$ cat src/rtl/fq_pkg.sv
// fq_pkg: shared types and helpers for the instruction fetch queue.
//   fq_entry_t  : one queued instruction (PC, instruction word, branch type + predicted target)
//   FQ_BRTYPE_W : width of the branch-type field held above the 32-bit predicted target
//   fq_popcnt2  : number of set bits in a 2-bit slot-valid vector
package fq_pkg;

    localparam int FQ_BRTYPE_W = 2;

    typedef struct packed {
        logic [31:0]               pc;
        logic [31:0]               inst;
        logic [FQ_BRTYPE_W+31:0]   brtype_pcpre;
    } fq_entry_t;

    function automatic logic [1:0] fq_popcnt2(input logic [1:0] v);
        return {1'b0, v[0]} + {1'b0, v[1]};
    endfunction

endpackage

$ cat src/rtl/fq_storage.sv
// fq_storage: DEPTH-entry register array backing the fetch queue.
// Two write ports, two asynchronous read ports, and no reset on the contents.
// Ports:
//   clk                      clock
//   i_we0/i_waddr0/i_wdata0  write port 0
//   i_we1/i_waddr1/i_wdata1  write port 1 (never addresses the same entry as port 0)
//   i_raddr0/o_rdata0        read port 0 (head)
//   i_raddr1/o_rdata1        read port 1 (head+1)
module fq_storage
    import fq_pkg::*;
#(
    parameter int unsigned DEPTH = 8,
    localparam int unsigned AW   = $clog2(DEPTH)
) (
    input  logic            clk,
    input  logic            i_we0,
    input  logic [AW-1:0]   i_waddr0,
    input  fq_entry_t       i_wdata0,
    input  logic            i_we1,
    input  logic [AW-1:0]   i_waddr1,
    input  fq_entry_t       i_wdata1,
    input  logic [AW-1:0]   i_raddr0,
    input  logic [AW-1:0]   i_raddr1,
    output fq_entry_t       o_rdata0,
    output fq_entry_t       o_rdata1
);

    fq_entry_t r_mem [DEPTH];

    always_ff @(posedge clk) begin
        if (i_we0) begin
            r_mem[i_waddr0] <= i_wdata0;
        end
        if (i_we1) begin
            r_mem[i_waddr1] <= i_wdata1;
        end
    end

    assign o_rdata0 = r_mem[i_raddr0];
    assign o_rdata1 = r_mem[i_raddr1];

endmodule

$ cat src/rtl/fetch_queue.sv
// fetch_queue: instruction fetch queue between IF2 and ID.
// Accepts up to two instructions per cycle (compacted, in program order), presents the head
// and head+1 entries to decode, stalls fetch when a full pair might not fit, and empties on a
// branch-misprediction flush. Reset (rstn, synchronous, active-low) behaves like a flush.
// Optional feature: define FQ_BYPASS_EN to let an empty queue forward its inputs to decode
// combinationally (zero-cycle push-to-present latency).
// Ports:
//   clk, rstn                         clock, synchronous active-low reset
//   i_PC1/i_inst1/i_brtype_pcpre_1    fetched slot 1 (older)
//   i_PC2/i_inst2/i_brtype_pcpre_2    fetched slot 2
//   i_is_valid                        {slot 2 valid, slot 1 valid}
//   flush_BR                          branch-misprediction flush
//   i_ID_ready                        decode takes the presented entries this cycle
//   o_PC*/o_inst*/o_brtype_pcpre_*    head (1) and head+1 (2) entries, zero when invalid
//   o_is_valid                        {head+1 valid, head valid}
//   o_stall_FQ                        queue cannot accept a full pair
module fetch_queue
    import fq_pkg::*;
#(
    parameter int unsigned DEPTH = 8
) (
    input  logic        clk,
    input  logic        rstn,
    input  logic [31:0] i_PC1,
    input  logic [31:0] i_PC2,
    input  logic [31:0] i_inst1,
    input  logic [31:0] i_inst2,
    input  logic [33:0] i_brtype_pcpre_1,
    input  logic [33:0] i_brtype_pcpre_2,
    input  logic [1:0]  i_is_valid,
    input  logic        flush_BR,
    input  logic        i_ID_ready,
    output logic [31:0] o_PC1,
    output logic [31:0] o_PC2,
    output logic [31:0] o_inst1,
    output logic [31:0] o_inst2,
    output logic [33:0] o_brtype_pcpre_1,
    output logic [33:0] o_brtype_pcpre_2,
    output logic [1:0]  o_is_valid,
    output logic        o_stall_FQ
);

    localparam int unsigned AW = $clog2(DEPTH);
    localparam int unsigned CW = AW + 1;

    logic [AW-1:0] r_head;
    logic [AW-1:0] r_tail;
    logic [CW-1:0] r_count;

    fq_entry_t     w_in1;
    fq_entry_t     w_in2;
    fq_entry_t     w_first;
    fq_entry_t     w_rd0;
    fq_entry_t     w_rd1;
    fq_entry_t     w_h0;
    fq_entry_t     w_h1;
    logic [1:0]    w_vld;
    logic          w_empty;
    logic          w_bypass;
    logic          w_push_en;
    logic [1:0]    w_pushed;
    logic [1:0]    w_popped;

    assign w_in1 = '{pc: i_PC1, inst: i_inst1, brtype_pcpre: i_brtype_pcpre_1};
    assign w_in2 = '{pc: i_PC2, inst: i_inst2, brtype_pcpre: i_brtype_pcpre_2};

    // Compaction: the oldest valid slot always lands at tail.
    assign w_first = i_is_valid[0] ? w_in1 : w_in2;

    assign w_empty    = (r_count == '0);
    // Stall looks only at the registered count, so a same-cycle pop cannot release it.
    assign o_stall_FQ = (r_count > CW'(DEPTH - 2));

`ifdef FQ_BYPASS_EN
    assign w_bypass = w_empty && !flush_BR && (i_is_valid != 2'b00);
`else
    assign w_bypass = 1'b0;
`endif

    always_comb begin
        w_vld = {r_count >= CW'(2), r_count >= CW'(1)};
        w_h0  = w_rd0;
        w_h1  = w_rd1;
        if (w_bypass) begin
            w_vld = {&i_is_valid, 1'b1};
            w_h0  = w_first;
            w_h1  = w_in2;
        end
        if (flush_BR) begin
            w_vld = 2'b00;
        end
    end

    assign o_is_valid       = w_vld;
    assign o_PC1            = w_vld[0] ? w_h0.pc           : '0;
    assign o_inst1          = w_vld[0] ? w_h0.inst         : '0;
    assign o_brtype_pcpre_1 = w_vld[0] ? w_h0.brtype_pcpre : '0;
    assign o_PC2            = w_vld[1] ? w_h1.pc           : '0;
    assign o_inst2          = w_vld[1] ? w_h1.inst         : '0;
    assign o_brtype_pcpre_2 = w_vld[1] ? w_h1.brtype_pcpre : '0;

    // Bypassed entries consumed by decode never enter storage; queue head does not move.
    assign w_push_en = !o_stall_FQ && !flush_BR && !(w_bypass && i_ID_ready);
    assign w_pushed  = w_push_en ? fq_popcnt2(i_is_valid) : 2'd0;
    assign w_popped  = (i_ID_ready && !w_bypass) ? fq_popcnt2(w_vld) : 2'd0;

    fq_storage #(
        .DEPTH (DEPTH)
    ) u_storage (
        .clk      (clk),
        .i_we0    (w_push_en && (i_is_valid != 2'b00)),
        .i_waddr0 (r_tail),
        .i_wdata0 (w_first),
        .i_we1    (w_push_en && (i_is_valid == 2'b11)),
        .i_waddr1 (r_tail + AW'(1)),
        .i_wdata1 (w_in2),
        .i_raddr0 (r_head),
        .i_raddr1 (r_head + AW'(1)),
        .o_rdata0 (w_rd0),
        .o_rdata1 (w_rd1)
    );

    always_ff @(posedge clk) begin
        if (!rstn || flush_BR) begin
            r_head  <= '0;
            r_tail  <= '0;
            r_count <= '0;
        end else begin
            r_head  <= r_head + AW'(w_popped);
            r_tail  <= r_tail + AW'(w_pushed);
            r_count <= r_count + CW'(w_pushed) - CW'(w_popped);
        end
    end

endmodule

$ cat config.mk
export PLATFORM = sky130hd
export DESIGN_NAME = fetch_queue
export DESIGN_NICKNAME = d
export VERILOG_FILES = /design/src/rtl/fq_pkg.sv /design/src/rtl/fq_storage.sv /design/src/rtl/fetch_queue.sv
export SDC_FILE = /design/constraint.sdc
export NUM_CORES = 2
export LEC_CHECK = 0
export CAP_MARGIN = 10
export CELL_PAD_IN_SITES_DETAIL_PLACEMENT = 0
export CELL_PAD_IN_SITES_GLOBAL_PLACEMENT = 2
export CORE_ASPECT_RATIO = 0.9
export CORE_UTILIZATION = 36
export CTS_CLUSTER_SIZE = 20
export DETAILED_ROUTE_END_ITERATION = 8
export GPL_TIMING_DRIVEN = 0
export PLACE_DENSITY = 0.74
export RECOVER_POWER = 25
export SYNTH_ARGS = -nofsm -noshare
export SYNTH_HDL_FRONTEND = slang
export SYNTH_SLANG_ARGS = --single-unit
$ cat constraint.sdc
create_clock -name clk -period 20.7 [get_ports clk]
set_clock_uncertainty 0.15 [all_clocks]
set_input_delay 6.21 -clock clk [delete_from_list [all_inputs] [get_ports clk]]
set_output_delay 6.21 -clock clk [all_outputs]
set_load 0.01 [all_outputs]
==> metrics <==
status=complete, no violations; total wire length=167600 um; Die W=roughly 380 um; Setup Viol. Count Final=0; initial core utilization=36.55%; largest net degree at the start of global routing=22; largest family of logic cells by synthesized area=multiplexers; cells on worst reg2reg path=7; CP Data Arrival Time=around 11000 ps; Core Region=between 0.1 and 0.15 mm2; Synth Area in Compound Gates=3.904%; DP HPWL=about 110000 um; drt drc=0; WS Path Type=in -> out; WP data required=14340 ps; Synth Area in XOR/XNOR=0.1497%; die area=around 0.13 mm2; HP Class=reg -> reg; fillers=10980; initial antenna violation count=14; flops & latches, synth=just under 800; RSZ-0062 raised after global routing=no; Fmax=just under 0.06 GHz; Final Hold Vio Count=0; Top Ports=401; Worst-path clk slew=approximately 60 ps; CTS Buf Count=92; reg-to-reg critical path startpoint=r_tail[0]; clk_lat worst skew=about 670 ps; Pwr per Cell Area=slightly below 90 mW/mm2; layout cells sized above 1=a little under half; period utilization=between 80% and 90%; Critical Path Sink=o_brtype_pcpre_1[31]; mux cell area share after synthesis=around two fifths; GR Overflow Total=0; post-synthesis cell type count=32; WL/cell=34.18 um; Synth area leader=edfxtp_1; Placed Cells incl. Taps=around 4700; Post-CTS Setup Bufs=0; syn nets=about 2800; 1st-pass router iterations=5; Post-DRT Antenna Nets=0; CTS tree=built; Slew Limit Fails=0; Synth Area in Simple Gates=less than 1%; Syn Area/Cell=between 15 and 20 um2; Vias/cell=6.114; CP endpoint kind=output port; post_cts resized=0; Port Buf Inserts=399; measured slew at the worst slew-check pin=roughly 1300 ps; Ys Warns=0; crit path launch type=input port; CTS max path bufs=3; crit path max fanout=10; Post-synth top flop=edfxtp_1; CTS Hold Bufs=0; setup_tns=0 ps; worst setup path start=flush_BR; P_leak=approximately 18 nW; synth top area cells=edfxtp_1 51%, mux2_2 22%, mux4_2 19%; H-Tree Depth=3; row cnt=about 120; reg2reg setup slack=16510 ps; clk sinks=between 700 and 800; clk root buf=clkbuf_16; Synth Instances=around 2600; Max transition margin=12.12%; Die Ht=341.0 um; number of global-route vias before repair=31509; Post-Synth Adder-Cell Area=less than 1%; Placer Congestion=between 0.7 and 0.8; area grow syn2layout=21.95%; Post-Syn Area=around 0.046 mm2; RR Endpoint=u_storage.r_mem[4][96]; via count=between 20000 and 30000; Detailed Route Iter0 Violations=roughly 3200; Worst VDD drop=0.00005513 V; asr flop ratio synth=0%; top cell type's share of synthesized area=51.22%; first-pass GRT wire length=around 230000 um; total track usage=~26%; Non-Filler Instances=approximately 5000; minimum clock period=16930 ps; sequential fraction of the synthesis area=between 50% and 60%; nets@finish=~3400; Post-synth EDFFs=784; Max-cap violations=0
area by class of cell:
| class | instances | area, um2 | share of cell area [%] |
|---|---|---|---|
| flip-flops and latches | 794 | 23740 | 42.36 |
| multi-input cells | 1559 | 21230 | 37.88 |
| repair buffers | 449 | 5121 | 9.137 |
| clock buffers | 110 | 2391 | 4.266 |
| well taps | 1687 | 2111 | 3.766 |
| plain buffers | 227 | 928.4 | 1.656 |
| clock inverters | 56 | 457.9 | 0.8171 |
| inverters | 13 | 48.80 | 0.08706 |
| diodes | 7 | 17.52 | 0.03125 |
cells in the mapped netlist (all sizes together) (4+ instances only):
master / n
buf: 147
nand4: 4
dfxtp: 10
nor2b: 4
clkbuf: 80
a22o: 196
edfxtp: 784
nand3: 8
mux2: 882
and2: 11
a32oi: 4
nor2: 19
ha: 13
a21oi: 4
mux4: 392
inv: 13
fa: 4
xnor2: 4
logic make-up (layout without fill, tap and decap cells):
kind of cell,count (synthesis),in the layout
xor+xnor,7,7
simple gates,53,53
flops,794,794
compound gates,207,207
buf+inv,240,855
fa+ha+maj,17,17
mux,1275,1275
other cells,0,7
per-layer routing:
layer,global-route usage [%],up-vias,share of wire (%)
met5,0,-,0.027
met4,8.173,8,3.3
met3,5.745,298,8.9
met2,41.95,1552,48
met1,33.59,15967,40
li1,-,12146,-
per-stage QoR:
| step | hold slack [ps] | total power [mW] | instance area (um2) | worst slack [ps] | utilization, % |
|---|---|---|---|---|---|
| after floorplan | 377.5 | 2.727 | 45960 | 6558 | - |
| after global placement | 410.2 | 3.404 | 52060 | -2292 | 41.41 |
| after detailed placement | 419.2 | 3.429 | 53230 | 3936 | 42.33 |
| after CTS | 433.5 | 5.000 | 56080 | 3924 | 44.60 |
| after global routing | 494.3 | 5.129 | 56030 | 3819 | 44.56 |
| final | 436.1 | 4.980 | 56050 | 3768 | 44.58 |
how the worst min path moves through the flow:
stage | from | endpoint | slack, ps | depth (start not counted)
floorplan | r_head[2] | r_head[2] | 380 | 2
global placement | r_head[2] | r_head[2] | 410 | 2
detailed placement | r_head[2] | r_head[2] | 420 | 2
CTS | r_head[2] | r_head[2] | 430 | 2
global route | r_head[2] | r_head[2] | 490 | 2
finish | r_head[2] | r_head[2] | 440 | 2
registers in the layout, indices dropped and copies added (netlist names):
signal and cells:
r_count 4, r_head 3, r_tail 3, u_storage.r_mem 784
power by group:
group	leakage, nW	internal, mW	switching, mW
clock	1.40	0.906	0.676
sequential	7.19	1.86	0.0297
combinational	9.09	0.715	0.789
worst max-delay path, cell delays in order:
cell             delay [ps]
clkbuf_1                210
nor2_1                  560
and2_1                  210
clkbuf_1                800
clkbuf_1                870
clkbuf_1                660
a22o_1                  420
clkdlybuf4s50_1         600
cells in the final DEF (no fill, tap or decap), drive strengths merged, types with 10 or more instances in the layout:
cell type      count
clkdlybuf4s50    398
clkbuf           255
a22o             196
buf              132
mux2             882
nor2              19
ha                13
mux4             392
clkinv            46
dfxtp             10
and2              11
inv               16
edfxtp           784
(Power assumes the default switching activity.)
